### src/rtl/serial_addsub_pkg.sv
// Shared encodings for the bit-serial adder/subtractor: FSM states and mode values.
package serial_addsub_pkg;

   typedef enum logic [1:0] {
      ST_IDLE  = 2'd0,
      ST_SHIFT = 2'd1,
      ST_DONE  = 2'd2
   } state_e;

   localparam logic ADD = 1'b0;
   localparam logic SUB = 1'b1;

endpackage

### src/rtl/serial_addsub_fa_cell.sv
// One-bit combinational full adder; the only arithmetic in the serial datapath.
module fa_cell (
   input  logic a_i,
   input  logic b_i,
   input  logic cin_i,
   output logic s_o,
   output logic co_o
);

   assign s_o  = a_i ^ b_i ^ cin_i;
   assign co_o = (a_i & b_i) | (cin_i & (a_i ^ b_i));

endmodule

### src/rtl/serial_addsub.sv
// Bit-serial add/subtract, LSB first, one full-adder cell with a registered carry.
// state    | meaning
// IDLE     | waiting for start; outputs hold the last result
// SHIFT    | one operand bit per clock through the full adder
// DONE     | result valid, done pulse for one cycle
module serial_addsub
   import serial_addsub_pkg::*;
#(
   parameter int WIDTH = 8
) (
   input  logic             clk_i,
   input  logic             rst_i,
   input  logic             start_i,
   input  logic             mode_i,
   input  logic [WIDTH-1:0] a_i,
   input  logic [WIDTH-1:0] b_i,
   output logic             busy_o,
   output logic             done_o,
   output logic [WIDTH-1:0] sum_o,
   output logic             cout_o,
   output logic             overflow_o
);

   localparam int CW = $clog2(WIDTH);
   localparam logic [CW-1:0] CNT_LAST = CW'(WIDTH - 1);
   localparam logic [CW-1:0] CNT_MSB  = CW'(WIDTH - 2);

   state_e           state_q, state_d;
   logic [WIDTH-1:0] a_q, a_d, b_q, b_d;
   logic [WIDTH-1:0] res_q, res_d, sum_q, sum_d;
   logic [CW-1:0]    cnt_q, cnt_d;
   logic             carry_q, carry_d;
   logic             cin_msb_q, cin_msb_d;
   logic             cout_q, cout_d;
   logic             ovf_q, ovf_d;
   logic             fa_s, fa_co;

   fa_cell u_fa (
      .a_i   (a_q[0]),
      .b_i   (b_q[0]),
      .cin_i (carry_q),
      .s_o   (fa_s),
      .co_o  (fa_co)
   );

   always_comb begin
      state_d   = state_q;
      a_d       = a_q;
      b_d       = b_q;
      res_d     = res_q;
      sum_d     = sum_q;
      cnt_d     = cnt_q;
      carry_d   = carry_q;
      cin_msb_d = cin_msb_q;
      cout_d    = cout_q;
      ovf_d     = ovf_q;
      case (state_q)
         ST_IDLE: begin
            if (start_i) begin
               // Subtract is a + ~b + 1: invert b here and seed the carry with the mode bit.
               a_d     = a_i;
               b_d     = (mode_i == SUB) ? ~b_i : b_i;
               carry_d = mode_i;
               cnt_d   = '0;
               state_d = ST_SHIFT;
            end
         end
         ST_SHIFT: begin
            res_d   = {fa_s, res_q[WIDTH-1:1]};
            a_d     = a_q >> 1;
            b_d     = b_q >> 1;
            carry_d = fa_co;
            cnt_d   = cnt_q + 1'b1;
            if (cnt_q == CNT_MSB) begin
               cin_msb_d = fa_co;
            end
            if (cnt_q == CNT_LAST) begin
               sum_d   = {fa_s, res_q[WIDTH-1:1]};
               cout_d  = fa_co;
               ovf_d   = cin_msb_q ^ fa_co;
               cnt_d   = '0;
               state_d = ST_DONE;
            end
         end
         ST_DONE: begin
            state_d = ST_IDLE;
         end
         default: begin
            state_d = ST_IDLE;
         end
      endcase
   end

   always_ff @(posedge clk_i) begin
      if (rst_i) begin
         state_q   <= ST_IDLE;
         a_q       <= '0;
         b_q       <= '0;
         res_q     <= '0;
         sum_q     <= '0;
         cnt_q     <= '0;
         carry_q   <= 1'b0;
         cin_msb_q <= 1'b0;
         cout_q    <= 1'b0;
         ovf_q     <= 1'b0;
      end else begin
         state_q   <= state_d;
         a_q       <= a_d;
         b_q       <= b_d;
         res_q     <= res_d;
         sum_q     <= sum_d;
         cnt_q     <= cnt_d;
         carry_q   <= carry_d;
         cin_msb_q <= cin_msb_d;
         cout_q    <= cout_d;
         ovf_q     <= ovf_d;
      end
   end

   assign busy_o     = (state_q != ST_IDLE);
   assign done_o     = (state_q == ST_DONE);
   assign sum_o      = sum_q;
   assign cout_o     = cout_q;
   assign overflow_o = ovf_q;

endmodule
### config.mk
export PLATFORM = sky130hd
export DESIGN_NAME = serial_addsub
export DESIGN_NICKNAME = d
export VERILOG_FILES = /design/src/rtl/serial_addsub_pkg.sv /design/src/rtl/serial_addsub_fa_cell.sv /design/src/rtl/serial_addsub.sv
export SDC_FILE = /design/constraint.sdc
export NUM_CORES = 1
export LEC_CHECK = 0
export CAP_MARGIN = 20
export CORE_ASPECT_RATIO = 1.5
export CORE_MARGIN = 2
export CORE_UTILIZATION = 58
export CTS_BUF_LIST = sky130_fd_sc_hd__clkbuf_2 sky130_fd_sc_hd__clkbuf_4 sky130_fd_sc_hd__clkbuf_8
export CTS_CLUSTER_SIZE = 30
export DETAILED_ROUTE_END_ITERATION = 6
export MAX_ROUTING_LAYER = met4
export PLACE_DENSITY_LB_ADDON = 0.2
export SLEW_MARGIN = 0
export SYNTH_ARGS = -nofsm -noshare
export SYNTH_HDL_FRONTEND = slang
export SYNTH_SLANG_ARGS = --single-unit
### constraint.sdc
create_clock -name clk_i -period 2.65 [get_ports clk_i]
set_input_delay 0.265 -clock clk_i [delete_from_list [all_inputs] [get_ports clk_i]]
set_output_delay 0.265 -clock clk_i [all_outputs]
set_load 0.01 [all_outputs]
==> summary.md <==
| Metric | Value |
|---|---|
| Status | finished clean |
| Setup slack after layout | 0.4736 ns |
| Largest net degree at the start of global routing | 28 |
| R2R Path End | cnt_q[0] |
| H-tree depth | 2 |
| Core Area | 0.002943 mm2 |
| Clock transition at path regs | 0.07 ns |
| Antenna diodes | 0 |
| Post-synth top cells | 40 x dfxtp_1, 37 x nand2_1, 29 x a21oi_1 |
| Vias in the first global route | 1506 |
| Die Ht | 72.59 um |
| Site Rows | 24 |
| Synth area leaders | dfxtp_1 44%, a21oi_1 8.0%, nand2_1 7.6%, xnor2_1 3.9%, a22oi_1 3.7% |
| Mean Syn Cell Area | 8.705 um2 |
| Die area | 0.003610 mm2 |
| DR iter-0 viols | 29 |
| Synth warn | 0 |
| Area Overhead vs Synth | 19.12% |
| # hold bufs at CTS | 0 |
| Top cell type's share of synthesized area | 44.02% |
| Die Width | 49.73 um |
| M1 WL | 1423 um |
| Most used DFF post-synth | dfxtp_1 |
| Peak VDD IR | 0.4441 mV |
| Clock Root Buffer | clkbuf_8 |
| Final Slew Violations | 0 |
| Total GRT Usage | 23.27% |
| CP startpoint | state_q[0] |
| Nets@finish | 258 |
| Actual slew at the worst max-slew pin | 0.8240 ns |
| Worst Reg2Reg Path Length in Cells | 3 |
| DRT Pass-1 Iters | 4 |
| Antenna Nets Post-Route | 0 |
| Clock buffer depth | 2 |
| Clock Skew | 0.004045 ns |
| # Post-CTS Setup Buffers | 0 |
| Fin Hold WS | 0.4525 ns |
| Initial Util | 61.82% |
| Power density over the cells | 541.3 mW/mm2 |
| Post-place setup slack | 0.7615 ns |
| Hpwl dp | 2572 um |
| Routed vias/inst | 5.462 |
| Post-CTS Resized | 0 |
| Setup crit end kind | primary output |
| Seq/Total Area, Yosys | 44.02% |
| Setup TNS Final | 0 ns |
| Most common cell in the netlist | dfxtp_1 |
| Design area | 0.002167 mm2 |
| Worst-Skew Late Latency | 0.29 ns |
| EDFF count, synth | 0 |
| Via count | 1491 |
| CTS buffer count | 5 |
| Highest metal used | met4 |
| Wire per inst | 13.01 um |
| FMAX | 459.5 MHz |
| R2r setup slk | 0.76 ns |
| Final Cycle Share | 82.13% |
| Worst min path class | flop to flop |
| Port Buffers | 31 |
| Min Tclk post-route | 2.176 ns |
| First-pass GRT wire length | 6272 um |
| Post-synthesis net count | 233 |
| CP startpoint kind | flop |
| Final core occ | 73.64% |
| WL met3 | 120 um |
| WS Path Type | flop to primary output |
| Leak | 0.7708 nW |
| Seq cells post-synth | 40 |
| Initial antenna violation count | 0 |
| Area after DPL | 0.002086 mm2 |
| Gr ovfl total | 0 |
| Synth unique cells | 36 |
| CP max FO | 27 |
| DR DRC count | 0 |
| Asr flop ratio synth | 0% |
| End of the critical path | busy_o |
| Yosys top cell by area | dfxtp_1 |
| Final setup vio count | 0 |
| Critical path data arrival time | 1.91 ns |
| WL met2 | 1897 um |
| Synth Instances | 209 |
| Mapped Area | 0.001819 mm2 |
| Ports | 32 |
| TritonCTS clock tree | built |
| DRT Wirelength | 3551 um |
| Relative slew slack | 44.99% |
| Worst r2r src | state_q[0] |
| Number of max-cap violations | 0 |
| Fin. Hold Viols | 0 |
| RSZ-0062 raised after global routing | no |
| Final GP Congestion | 0.7409 |
| Layout cells sized above 1 | 9.829% |
| Sink Count | 40 |
| Worst EP required | 2.38 ns |
flip-flops by register name (all words and copies together), names as in the netlist:
signal	cells
sum_o	8
res_q	7
cin_msb_q	1
carry_q	1
cout_o	1
state_q	2
overflow_o	1
a_q	8
b_q	8
cnt_q	3
critical path, cell delays in order (launching register included):
cell and delay (ns):
dfxtp_1 0.86, or2_2 0.23, clkdlybuf4s50_1 0.53
power by group:
part	leakage, nW	switching, mW	internal [mW]
sequential	0.326	0.0226	0.627
clock	0.0445	0.193	0.189
combinational	0.400	0.0651	0.0766
total	0.771	0.281	0.892
how the worst min path moves through the flow:
stage	cells past startpoint	from	end
floorplan	2	b_i[6]	b_q[6]
global placement	2	sum_o[3]	sum_o[3]
detailed placement	2	sum_o[7]	sum_o[7]
CTS	2	sum_o[7]	sum_o[7]
global route	2	sum_o[4]	sum_o[4]
finish	2	sum_o[7]	sum_o[7]
placed cells by master (no fill, tap or decap), types with 3 or more instances in the layout:
master            n
nand2b_1          7
o22ai_1           7
xnor2_1           8
nor3_1            6
a21oi_1          29
ha_1              3
inv_1             4
dfxtp_1          40
or3b_2            4
nor2_1           15
clkbuf_8          5
clkdlybuf4s50_1  31
nand2_1          37
a22oi_1           9
buf_4             3
area by class of cell:
cell class	instances	area, um2
well taps	39	48.80
fillers	266	775.7
multi-input cells	149	888.4
inverters	4	15.01
clock buffers	6	76.32
repair buffers	34	332.8
flip-flops and latches	40	800.8
clock inverters	1	5.005
through the flow:
| stage | power (mW) | instances |
|---|---|---|
| after floorplan | 0.7642 | 209 |
| after global placement | 0.7973 | 266 |
| after detailed placement | 0.8049 | 266 |
| after CTS | 1.177 | 273 |
| after global routing | 1.223 | 273 |
| final | 1.173 | 273 |
per-layer routing:
metal	up-vias	global-route usage (%)
li1	760	-
met1	680	23.14
met2	40	43.41
met3	11	3.074
met4	0	12.04
met5	-	-
logic make-up after synthesis:
family	after synthesis	synth area share, %
adders and majority gates	4	3.164
buffers and inverters	20	7.152
and+or+nand+nor	81	22.56
AOI/OAI and AO/OA	55	18.78
xor gates and xnor gates	9	4.333
DFF	40	44.02
No activity file was read; power rests on OpenSTA's default activity.
